<file path="config.mk">
export PLATFORM = sky130hd
export DESIGN_NAME = control_sequencer
export DESIGN_NICKNAME = d
export VERILOG_FILES = /design/src/rtl/control_sequencer.sv
export SDC_FILE = /design/constraint.sdc
export NUM_CORES = 1
export LEC_CHECK = 0
export CORE_MARGIN = 2
export CORE_UTILIZATION = 36
export DETAILED_ROUTE_END_ITERATION = 16
export PLACE_DENSITY_LB_ADDON = 0.1
export SYNTH_ARGS = -nofsm -noshare
export SYNTH_HDL_FRONTEND = slang
export SYNTH_SLANG_ARGS = --single-unit
</file>
<file path="constraint.sdc">
create_clock -name w_clock -period 4.8 [get_ports w_clock]
set_input_delay 0.72 -clock w_clock [delete_from_list [all_inputs] [get_ports w_clock]]
set_output_delay 0.72 -clock w_clock [all_outputs]
set_load 0.005 [all_outputs]
</file>
<file path="src/rtl/control_sequencer.sv">
// Hardwired fetch/execute sequencer for the single-bus DataPath (IDLE, T0..T6, FAULT).
// Optional instruction counter output instr_count is enabled by defining SEQ_INSTR_COUNT_EN.
module control_sequencer (
  input  logic        w_clock,
  input  logic        w_clear,
  input  logic        run,
  input  logic        mem_ready,
  input  logic [31:0] ir,
  output logic        s_PC,
  output logic        s_Zlow,
  output logic        s_Zhigh,
  output logic        s_MDR,
  output logic        e_MAR,
  output logic        e_PC,
  output logic        e_MDR,
  output logic        e_IR,
  output logic        e_Y,
  output logic        e_Z,
  output logic        e_HI,
  output logic        e_LO,
  output logic        w_IncPC,
  output logic        w_read,
  output logic        e_alu,
  output logic [4:0]  opcode,
  output logic [15:0] reg_out,
  output logic [15:0] reg_in,
  output logic        done,
  output logic        fault
`ifdef SEQ_INSTR_COUNT_EN
  ,
  output logic [15:0] instr_count
`endif
);

  typedef enum logic [3:0] {
    IDLE,
    T0,
    T1,
    T2,
    T3,
    T4,
    T5,
    T6,
    FAULT
  } state_t;

  localparam logic [4:0] OP_NOT  = 5'd4;
  localparam logic [4:0] OP_MUL  = 5'd5;
  localparam logic [4:0] OP_DIV  = 5'd6;
  localparam logic [4:0] OP_NEG  = 5'd12;
  localparam logic [4:0] OP_LAST = 5'd12;

  state_t     state;
  logic       t1_wait;
  logic [4:0] op;
  logic [3:0] ra;
  logic [3:0] rb;
  logic [3:0] rc;
  logic       legal;
  logic       wide;
  logic       unary;
  logic       unused_ir;

  assign op        = ir[31:27];
  assign ra        = ir[26:23];
  assign rb        = ir[22:19];
  assign rc        = ir[18:15];
  assign legal     = (op <= OP_LAST);
  assign wide      = (op == OP_MUL) || (op == OP_DIV);
  assign unary     = (op == OP_NOT) || (op == OP_NEG);
  assign unused_ir = ^ir[14:0];

  // opcode is latched on the way into T4 so it holds between ALU steps;
  // it is cleared whenever the sequencer parks in IDLE or FAULT.
  always_ff @(posedge w_clock) begin
    if (w_clear) begin
      state   <= IDLE;
      t1_wait <= 1'b0;
      opcode  <= '0;
    end else begin
      case (state)
        IDLE: if (run) state <= T0;
        T0: begin
          state   <= T1;
          t1_wait <= 1'b0;
        end
        T1: begin
          if (mem_ready) state <= T2;
          else           t1_wait <= 1'b1;
        end
        T2: state <= T3;
        T3: begin
          if (legal) begin
            state  <= T4;
            opcode <= op;
          end else begin
            state  <= FAULT;
            opcode <= '0;
          end
        end
        T4: state <= T5;
        T5: begin
          if (wide) begin
            state <= T6;
          end else if (run) begin
            state <= T0;
          end else begin
            state  <= IDLE;
            opcode <= '0;
          end
        end
        T6: begin
          if (run) begin
            state <= T0;
          end else begin
            state  <= IDLE;
            opcode <= '0;
          end
        end
        FAULT: state <= FAULT;
        default: state <= IDLE;
      endcase
    end
  end

  always_comb begin
    s_PC    = 1'b0;
    s_Zlow  = 1'b0;
    s_Zhigh = 1'b0;
    s_MDR   = 1'b0;
    e_MAR   = 1'b0;
    e_PC    = 1'b0;
    e_MDR   = 1'b0;
    e_IR    = 1'b0;
    e_Y     = 1'b0;
    e_Z     = 1'b0;
    e_HI    = 1'b0;
    e_LO    = 1'b0;
    w_IncPC = 1'b0;
    w_read  = 1'b0;
    e_alu   = 1'b0;
    reg_out = '0;
    reg_in  = '0;
    done    = 1'b0;
    fault   = 1'b0;
    case (state)
      T0: begin
        s_PC    = 1'b1;
        e_MAR   = 1'b1;
        w_IncPC = 1'b1;
        e_Z     = 1'b1;
      end
      T1: begin
        s_Zlow = 1'b1;
        e_PC   = !t1_wait;
        w_read = 1'b1;
        e_MDR  = 1'b1;
      end
      T2: begin
        s_MDR = 1'b1;
        e_IR  = 1'b1;
      end
      T3: begin
        if (legal) begin
          reg_out = 16'd1 << rb;
          e_Y     = 1'b1;
        end
      end
      T4: begin
        reg_out = unary ? (16'd1 << rb) : (16'd1 << rc);
        e_alu   = 1'b1;
        e_Z     = 1'b1;
      end
      T5: begin
        s_Zlow = 1'b1;
        if (wide) begin
          e_LO = 1'b1;
        end else begin
          reg_in = 16'd1 << ra;
          done   = 1'b1;
        end
      end
      T6: begin
        s_Zhigh = 1'b1;
        e_HI    = 1'b1;
        done    = 1'b1;
      end
      FAULT: fault = 1'b1;
      default: ;
    endcase
  end

`ifdef SEQ_INSTR_COUNT_EN
  always_ff @(posedge w_clock) begin
    if (w_clear)   instr_count <= '0;
    else if (done) instr_count <= instr_count + 16'd1;
  end
`endif

endmodule

</file>
==> results.md <==
* Cells along the critical path: clkdlybuf4s50_1 -> nor4b_2 -> and2b_1 -> nor2_2 -> o31ai_2 -> clkdlybuf4s50_1
* Min Hold Slack at 0.459 ns
* Synthesized area at 0.00113 mm2
* CTS tree: done
* First-pass GRT wire length at 5.23 mm
* Die area at approximately 0.0036 mm2
* Initial Util at 37.3%
* Largest net degree at the start of global routing at 17
* Fin crit share at 76.5%
* CP startpoint kind: input pin
* Synth area leaders: dfxtp_1, nor2_1, nand2b_1
* Post-CTS Repair Setup Buffers at 0
* Mean Syn Cell Area at 7.38 um2
* Sw Share at 29.9%
* Final ANT Viol Nets at 0
* Min cycle time layout at 3.67 ns
* Synth warnings at 0
* Largest area contributor in the netlist: dfxtp_1
* CP max FO at 8
* CP endpoint kind: output port
* Total Power at 264 uW
* Hold Crit Class: register to register
* Clock transition at path regs at 0.06 ns
* Post-CTS sizing at 0
* WL per Instance at approximately 13 um
* Worst skew pair latency at roughly 0.27 ns
* Hpwl dp at 2.74 mm
* Number of DRC markers in iteration 0 at 36
* CTS Hold Buffers Added at 0
* Area Overhead vs Synth at 68.1%
* CP max-delay cell: clkdlybuf4s50_1
* Slew Viols, Final at 0
* Nets at roughly 260
* Root buffer cell: clkbuf_4
* Crit path buffers/inverters at 2
* Syn Inst Count at 153
* Clk network pwr share at between 20% and 30%
* Clk_skew at 0.00166 ns
* Critical Path RT at 4.08 ns
* Setup TNS at 0 ns
* Share of cells above drive strength 1 at between 8 and 9%
* # diodes at 0
* Top FF cell, synth: dfxtp_1
* Post-Syn Nets at 189
* Top delay family on crit path: buffers and inverters
* Num Clock Sinks at 10
* Maxcap violations at 0
* Grt total ovfl at 0
* Port Buffer Count at 74
* RSZ-0062 raised after global routing: no
* Register area share after synthesis at 17.7%
* Die Y-Extent at roughly 60 um
* GPL Wtd Cong at 0.839
* Leakage power at 0.000621 uW
* Yosys reg bits at 10
* Cts bufs inserted at 3
* Final Hold Fails at 0
* Crit-path max cell delay at 0.54 ns
* Final Setup Violations at 0
* Sw Pwr at 78.9 uW
* Post-DR vias/cell at 5.28
* Most used cell along the critical path: clkdlybuf4s50_1
* H-Tree Depth at 1
* Sequential power share at 37.3%
* Power Internal at 185 uW
* Clk buf depth at 2
* Fill cells at 292
* Synth unique cells at 44
* Critical path type: input pin to output port
* Drt total wl at 3.45 mm
* FFs w/ async S/R, synth at 0%
* Final core occ at 62.6%
* Worst slew pin tran at between 0.5 and 0.6 ns
* EDFF count, synth at 0
* Vias in the first global route at 1,217
* Max IR drop VDD at 0.000160 V
* # DRC at 0
* Status: completed
* Post-route cell area at 0.00190 mm2
* Total GRT Usage at a little under a fifth
* Core Region at ~0.0030 mm2
* Comb pwr share at 34.4%
* Pwr dens at about 140 mW/mm2
* TritonRoute pass-1 iters at 4
* Post-synth top area share at 17.7%
* Instance area at placement at 0.00186 mm2
* Row cnt at 20
* Die X at 60.0 um
* Initial antenna violation count at 0
* Vias at 1,400
* # IOs at 90
* CP arrival at 2.95 ns
* Fmax at 272 MHz
* Relative slew slack at 66.2%
synthesized netlist by cell type (all sizes together), types with 6 or more instances:
library cell	instances
nand2b	12
a21oi	7
o22ai	12
buf	7
nor2	23
nor2b	6
nor3	7
dfxtp	10
nand2	6
path summary, 6_finish.rpt:
check	slack, ns	from	endpoint	cells after the start
max	1.13	ir[27]	reg_out[5]	6
min	0.46	opcode[4]	opcode[4]	1
max reg2reg	3.05	state[2]	state[0]	4
min reg2reg	0.46	opcode[4]	opcode[4]	1
state kept, by name (all words and copies together) (netlist names):
name / count
opcode: 5
t1_wait: 1
state: 4
metal layers:
metal  global-route usage [%]  vias up  wire [um]
met5                        0        -          0
met4                     2.86        0          0
met3                     4.98        0        251
met2                     32.0       60       1660
met1                     23.5      634       1540
li1                         -      706          -
layout by cell type (no fill, tap or decap), drive strengths merged, types with 6 or more instances in the layout:
cell type and n:
clkdlybuf4s50 74, dfxtp 10, o22ai 12, a21oi 7
nor2 23, nand2b 12, nor2b 6, nor3 7
nand2 6
power by group through the flow:
stage	registers [uW]	logic, uW	clock network (uW)
detailed placement	99.6	91.0	0
floorplan	92.2	51.7	0
finish	98.4	90.8	74.7
global placement	99.1	89.3	0
CTS	97.7	91.3	75.7
global route	99.5	100	82.3
cell families after synthesis:
logic type / after synthesis / share of synthesized area, %
and+or+nand+nor: 88 / 47.1
xor gates and xnor gates: 3 / 2.33
DFF: 10 / 17.7
buffers and inverters: 14 / 6.98
AOI/OAI and AO/OA: 38 / 25.8
area by class of cell:
class | instances | area, um2 | share of cell area [%]
inverter | 4 | 15.0 | 0.792
sequential | 10 | 200 | 10.6
multi-input combinational | 129 | 850 | 44.8
clock buffer | 4 | 36.3 | 1.91
tap | 44 | 55.1 | 2.90
timing repair buffer | 74 | 741 | 39.1
stage by stage:
stage	cells	setup slack (ns)
6_report	265	1.13
2_1_floorplan	153	2.37
3_3_place_gp	261	1.15
4_1_cts	265	1.11
5_1_grt	265	0.956
3_5_place_dp	261	1.11
(Power assumes the default switching activity.)
